$ cat src/rtl/video_timing_gen.sv
// video_timing_gen: raster counters, adjustable sync, blanking and gated colour register
module video_timing_gen #(
  parameter int H_ACTIVE = 256,
  parameter int H_FP     = 40,
  parameter int H_SYNC   = 32,
  parameter int H_BP     = 56,
  parameter int V_ACTIVE = 192,
  parameter int V_FP     = 28,
  parameter int V_SYNC   = 8,
  parameter int V_BP     = 36,
  parameter int COLOR_W  = 12,
  parameter bit HS_POL   = 1'b0,
  parameter bit VS_POL   = 1'b0
) (
  input  logic               clk_sys,
  input  logic               rst_n,
  input  logic               ce_pix,
  input  logic [3:0]         h_adj,
  input  logic [3:0]         v_adj,
  input  logic [COLOR_W-1:0] rgb_in,
  output logic [8:0]         hpos,
  output logic [8:0]         vpos,
  output logic               hblank,
  output logic               vblank,
  output logic               hsync,
  output logic               vsync,
  output logic               de,
  output logic [COLOR_W-1:0] rgb_out,
  output logic               line_start,
  output logic               frame_start
);
  localparam int H_TOTAL = H_ACTIVE + H_FP + H_SYNC + H_BP;
  localparam int V_TOTAL = V_ACTIVE + V_FP + V_SYNC + V_BP;
  if (H_FP < 8 || H_BP < 8 || V_FP < 8 || V_BP < 8) begin : g_porch_err
    $error("video_timing_gen: porches must be at least 8");
  end
  if (H_TOTAL > 512 || V_TOTAL > 512) begin : g_total_err
    $error("video_timing_gen: totals must not exceed 512");
  end
  logic [3:0] ha, va;
  logic       h_end, v_end, hb, vb, hs_raw, vs_raw;
  logic [9:0] hs_start, vs_start;
  // Decode the live counters; adjust is sign-extended so the sum stays positive in 10 bits
  always_comb begin
    h_end    = hpos == 9'(H_TOTAL - 1);
    v_end    = vpos == 9'(V_TOTAL - 1);
    hb       = hpos >= 9'(H_ACTIVE);
    vb       = vpos >= 9'(V_ACTIVE);
    hs_start = 10'(H_ACTIVE + H_FP) + {{6{ha[3]}}, ha};
    vs_start = 10'(V_ACTIVE + V_FP) + {{6{va[3]}}, va};
    hs_raw   = {1'b0, hpos} >= hs_start && {1'b0, hpos} < hs_start + 10'(H_SYNC);
    vs_raw   = {1'b0, vpos} >= vs_start && {1'b0, vpos} < vs_start + 10'(V_SYNC);
  end
  // Counters, per-frame adjust latch and one-pixel output register, all gated by ce_pix
  always_ff @(posedge clk_sys or negedge rst_n) begin
    if (!rst_n) begin
      hpos    <= '0;
      vpos    <= '0;
      ha      <= '0;
      va      <= '0;
      hblank  <= 1'b1;
      vblank  <= 1'b1;
      hsync   <= ~HS_POL;
      vsync   <= ~VS_POL;
      de      <= 1'b0;
      rgb_out <= '0;
    end else if (ce_pix) begin
      hpos    <= h_end ? '0 : hpos + 9'd1;
      if (h_end) vpos <= v_end ? '0 : vpos + 9'd1;
      if (h_end && v_end) begin
        ha <= h_adj;
        va <= v_adj;
      end
      hblank  <= hb;
      vblank  <= vb;
      hsync   <= hs_raw ^ ~HS_POL;
      vsync   <= vs_raw ^ ~VS_POL;
      de      <= ~(hb | vb);
      rgb_out <= (hb | vb) ? '0 : rgb_in;
    end
  end
  // Pulses last exactly one clk_sys after the wrapping ce_pix, independent of later ce_pix
  always_ff @(posedge clk_sys or negedge rst_n) begin
    if (!rst_n) begin
      line_start  <= 1'b0;
      frame_start <= 1'b0;
    end else begin
      line_start  <= ce_pix && h_end;
      frame_start <= ce_pix && h_end && v_end;
    end
  end
endmodule

$ cat config.mk
export PLATFORM = sky130hd
export DESIGN_NAME = video_timing_gen
export DESIGN_NICKNAME = d
export VERILOG_FILES = /design/src/rtl/video_timing_gen.sv
export SDC_FILE = /design/constraint.sdc
export NUM_CORES = 1
export LEC_CHECK = 0
export CAP_MARGIN = 30
export CORE_MARGIN = 2
export CORE_UTILIZATION = 52
export CTS_CLUSTER_DIAMETER = 80
export DETAILED_ROUTE_END_ITERATION = 8
export GPL_TIMING_DRIVEN = 0
export PLACE_DENSITY = 0.82
export SLEW_MARGIN = 10
export SYNTH_ARGS = -nofsm -noshare
export SYNTH_HDL_FRONTEND = slang
export SYNTH_SLANG_ARGS = --single-unit
$ cat constraint.sdc
create_clock -name clk_sys -period 2.95 [get_ports clk_sys]
set_input_delay 0.7375 -clock clk_sys [delete_from_list [all_inputs] [get_ports clk_sys]]
set_output_delay 0.7375 -clock clk_sys [all_outputs]
set_load 0.02 [all_outputs]
# Word level (Yosys, flattened, before mapping)
# Index checks and enable logic that the tools add are counted.
# word_totals
regBits,45
latchBits,0
ramBits,0
mem_bits_ro,0
input_bits,23
out_inout_bits,37
elab_cells,40
n_memories,0
# op_classes
n_addsub,6
multipliers,0
div_mod_pow,0
magnitude_cmp,6
n_eq_ne,2
shifts,0
mux,3
bitwise,4
n_reduce_logical,7
# ops
cell,count
$ge 9x10->1,2
$lt 9x10->1,2
$add 9x1->9 const B,2
$eq 9x9->1 const B,2
$mux 9,2
$mux 12,1
$add 10x4->10 const B,1
$add 10x6->10 const B,1
$add 9x10->10 const A,1
$add 9x4->10 const A,1
$ge 9x8->1 const B,1
$ge 9x9->1 const B,1
$logic_and 1x1->1,5
$reduce_and 2->1,2
$not 1->1,3
$or 1x1->1,1

# Longest topological paths before layout
# logic_depth
depth_word,5
mapped_depth,10
ltp_nobuf,10

# Worst setup path after synthesis
# No wires, ideal clock.
# synth_path
path_type,register to register
from,register hpos[1]
to,register ha[0]
setup_time_ns,0.125
t_arrival_ns,1.929
t_required_ns,2.825
slack_ns,0.896
stages_incl_launch_ff,7
path_buffers,1
period_less_slack_ns,2.054
path_cell_list,dfrtp_1 > ha_1 > nand4_1 > or3_1 > buf_2 > nor2_4 > mux2_2
# synth_via
elab_chain_cells,3
# synth_lines
element,line,source
start: declaration,21,"output logic [8:0] hpos,"
start signal: assignment,68,hpos <= h_end ? '0 : hpos + 9'd1;
$eq 9x9->1,45,h_end = hpos == 9'(H_TOTAL - 1);
$logic_and 1x1->1,70,if (h_end && v_end) begin
$reduce_and 2->1 (no source line),--,
end signal: assignment,71,ha <= h_adj;
end: declaration,40,"logic [3:0] ha, va;"
# Every way passes these cells.
# A chain may end at the register's enable or synchronous reset.

# Worst setup path after layout
# layout_path
from,input ce_pix
to,register ha[3]
# layout_via
elab_chain_cells,1
# layout_lines
element,line,source
start: declaration,17,"input logic ce_pix,"
$reduce_and 2->1 (no source line),--,
# Every way passes these cells.

==> flow_summary.toml <==
[critical_path]
reg2reg_slack_ns = 0.74
slowest_delay_ns = 0.58
cp-start-kind = "input pin"
r2r_end = "ha[3]"
critPathMaxFanout = 9
cp.arrival_ns = 2.66
cpLargestDelayFamily = "buffers and inverters"
endpoint_kind = "register"
crit_slowest_cell = "clkdlybuf4s50_1"
path_buf_inv = 3
crit_type = "in2reg"
path_cells = "clkdlybuf4s50_1 > inv_2 > or3_1 > buf_2 > nor2_4 > mux2_2"
worst-endpoint-required_ns = 3.13
ff2ff_path_depth = 6
reg2reg_from = "hpos[1]"

[placement]
port_buffers = 59
post-place-ws_ns = 0.1183
gp_congestion = 0.8809
place_hpwl_um = 3724
dp_cells = 328

[cts]
ctsHoldBuffers = 0
cts_root_buf = "clkbuf_8"
clock-sinks = 45
cts_max_path_buffers = 2
postCtsSetupBuffers = 0
cts_resized = 0
cts_buffers = 5
tritoncts = "done"
clk_pin_slew_ns = 0.09
clock_latency_ns = 0.30
htree_levels = 2

[floorplan]
die_h_um = 70.97
core.rowCount = 24
initial_core_util_pct = 53.94
core_sq_um = 4324
die_w_um = 70.97
io_pins = 60
die_area_sq_um = 5037

[synthesis]
synth_warnings = 0
synth_flop_cell = "dfrtp_1"
postSynthCellCount = 216
syn_area_sq_um = 2332
yosysUniqueCellTypes = 37
synth_edf_count = 0
ys_seq_area_share_pct = 48.50
synth_async_sr_flop_share_pct = 100.0
avgSynthCellArea_sq_um = 10.80
synth_fp_nets = 262
yosys_register_bits = 45

[power]
p_sw_mw = 0.4985
power_frac_seq_pct = 48.7
comb_power_share_pct = 26.8
power.leakage_nw = 1.374
clockPowerShare_pct = 24.4
power_density_nw_per_um2 = 503.3
peakVddDrop_uv = 370.6
power.total_mw = 1.555
switching_share_pct = 32.05
p_int_mw = 1.057

[global_route]
grt_usage_pct = 21.00
antenna_found_initial = 0
gr-total-overflow = 0
grt_pass1_wl_um = 8362
grt_max_degree = 34
grt_pass1_vias = 1822

[routing]
wire_per_inst_um = 14.80
totalWireLength_um = 4972
drtIter0Drc = 72
firstDrtPassIters = 4
ant_nets = 0
vias_per_cell = 5.443
drc = 0
vias = 1829

[sta]
min_period_over_period_pct = 84.05
max_freq_ghz = 0.4033
fin_skew_ns = 0.01002
tightestPinTransition_ns = 0.4557
tns_ns = 0
rsz0062_at_grt = "no"
finalMaxSlewViolations = 0
hold_viol = 0
layout_min_cycle_time_ns = 2.479
setup-violations-final = 0
setup_slack_ns = 0.4706
max_slew_margin_pct = 69.55

[layout]
layoutNonFillerInstCount = 336
diodes = 0
drive_gt1_share_pct = 9.507
fill_cells = 346
fin_util_pct = 71.47
synthToLayoutAreaGrowth_pct = 32.51
nNetsFinal = 329

[run_status]
status = "finished clean"

[worst_hold_path]
hp-class = "in2async"

[flow_run]
maxCapViolCount = 0
worst max path at each step:
| stage | start | to | slack (ns) | cells after the start |
|---|---|---|---|---|
| final | ce_pix | ha[3] | 0.47 | 6 |
| after global routing | ce_pix | ha[2] | 0.35 | 6 |
| after detailed placement | ce_pix | ha[3] | 0.12 | 6 |
| after global placement | rst_n | ha[3] | -0.07 | 1 |
| after floorplan | hpos[1] | ha[0] | 0.90 | 6 |
| after CTS | ce_pix | ha[3] | 0.44 | 6 |
cell usage in the layout, fill, tap and decap left out, types with 2 or more instances in the layout:
| master | count |
|---|---|
| clkdlybuf4s50_1 | 58 |
| a41oi_1 | 2 |
| nor3_1 | 3 |
| dfstp_2 | 4 |
| xor2_1 | 4 |
| dfrtp_1 | 41 |
| nand2_1 | 10 |
| clkbuf_1 | 5 |
| buf_2 | 3 |
| a21oi_1 | 8 |
| ha_1 | 23 |
| a31oi_1 | 2 |
| mux2_2 | 10 |
| clkbuf_8 | 5 |
| and2b_1 | 2 |
| nand4_1 | 6 |
| o21ai_0 | 12 |
| xnor2_1 | 7 |
| nor4_1 | 2 |
| nor2b_1 | 4 |
| inv_1 | 18 |
| a22o_1 | 12 |
| a211oi_1 | 2 |
| nand3_1 | 9 |
| nand2b_1 | 3 |
| a21o_1 | 2 |
| nor2_1 | 11 |
| clkinvlp_4 | 2 |
| or3_1 | 2 |
metrics by stage:
stage / hold WS, ns / cell area [sq um]
CTS: 0.3173 / 3090
finish: 0.3126 / 3090
global placement: 0.4636 / 2988
floorplan: 0.4419 / 2332
global route: 0.3209 / 3090
detailed placement: 0.4905 / 3003
final cells by class:
cell class	instances	area, sq um	share of cell area [%]
Sequential cell	45	1131	36.60
Multi-Input combinational cell	146	1105	35.75
Timing Repair Buffer	60	605.6	19.60
Clock buffer	6	72.57	2.348
Inverter	19	71.32	2.308
Tap cell	52	65.06	2.105
Buffer	6	25.02	0.8097
Clock inverter	2	15.01	0.4858
layer usage:
layer  wire length, um  share of wire, %  vias up  GRT usage [%]
met5                 0                 0        -              0
met2              2528                51       47          35.51
li1                  -                 -      896              -
met1              2153                43      876          26.54
met4                90               1.8        0          7.757
met3               200               4.0       10          4.558
cell families after synthesis:
kind of cell             after synthesis  synth area share, %
buffers and inverters                 25                4.130
multiplexers                          11                5.258
flip-flops                            45                48.50
adder cells (fa/ha/maj)               23                12.34
XOR/XNOR                              11                4.131
AND/OR/NAND/NOR                       58                13.25
AO/OA/AOI/OAI                         43                12.39
power by group through the flow:
stage	combinational, mW	sequential, mW	clock, mW
after global routing	0.455	0.770	0.412
after CTS	0.423	0.758	0.388
after floorplan	0.160	0.820	0
after detailed placement	0.419	0.769	0
after global placement	0.401	0.767	0
final	0.417	0.758	0.380
cell usage after synthesis (6+ instances only):
cell type	n	area [sq um]
a21oi_1	8	40.04
a22o_1	12	105.1
dfrtp_1	41	1026
ha_1	23	287.8
inv_1	18	67.56
mux2_2	10	112.6
nand2_1	10	37.54
nand3_1	9	45.04
nand4_1	6	37.54
nor2_1	11	41.29
o21ai_0	12	60.06
xnor2_1	7	61.31
flip-flops by register name (all words and copies together), names as in the netlist:
signal       flops
hblank           1
vblank           1
ha               4
de               1
va               4
vpos             9
rgb_out         12
hsync            1
vsync            1
line_start       1
frame_start      1
hpos             9
(Power assumes the default switching activity.)
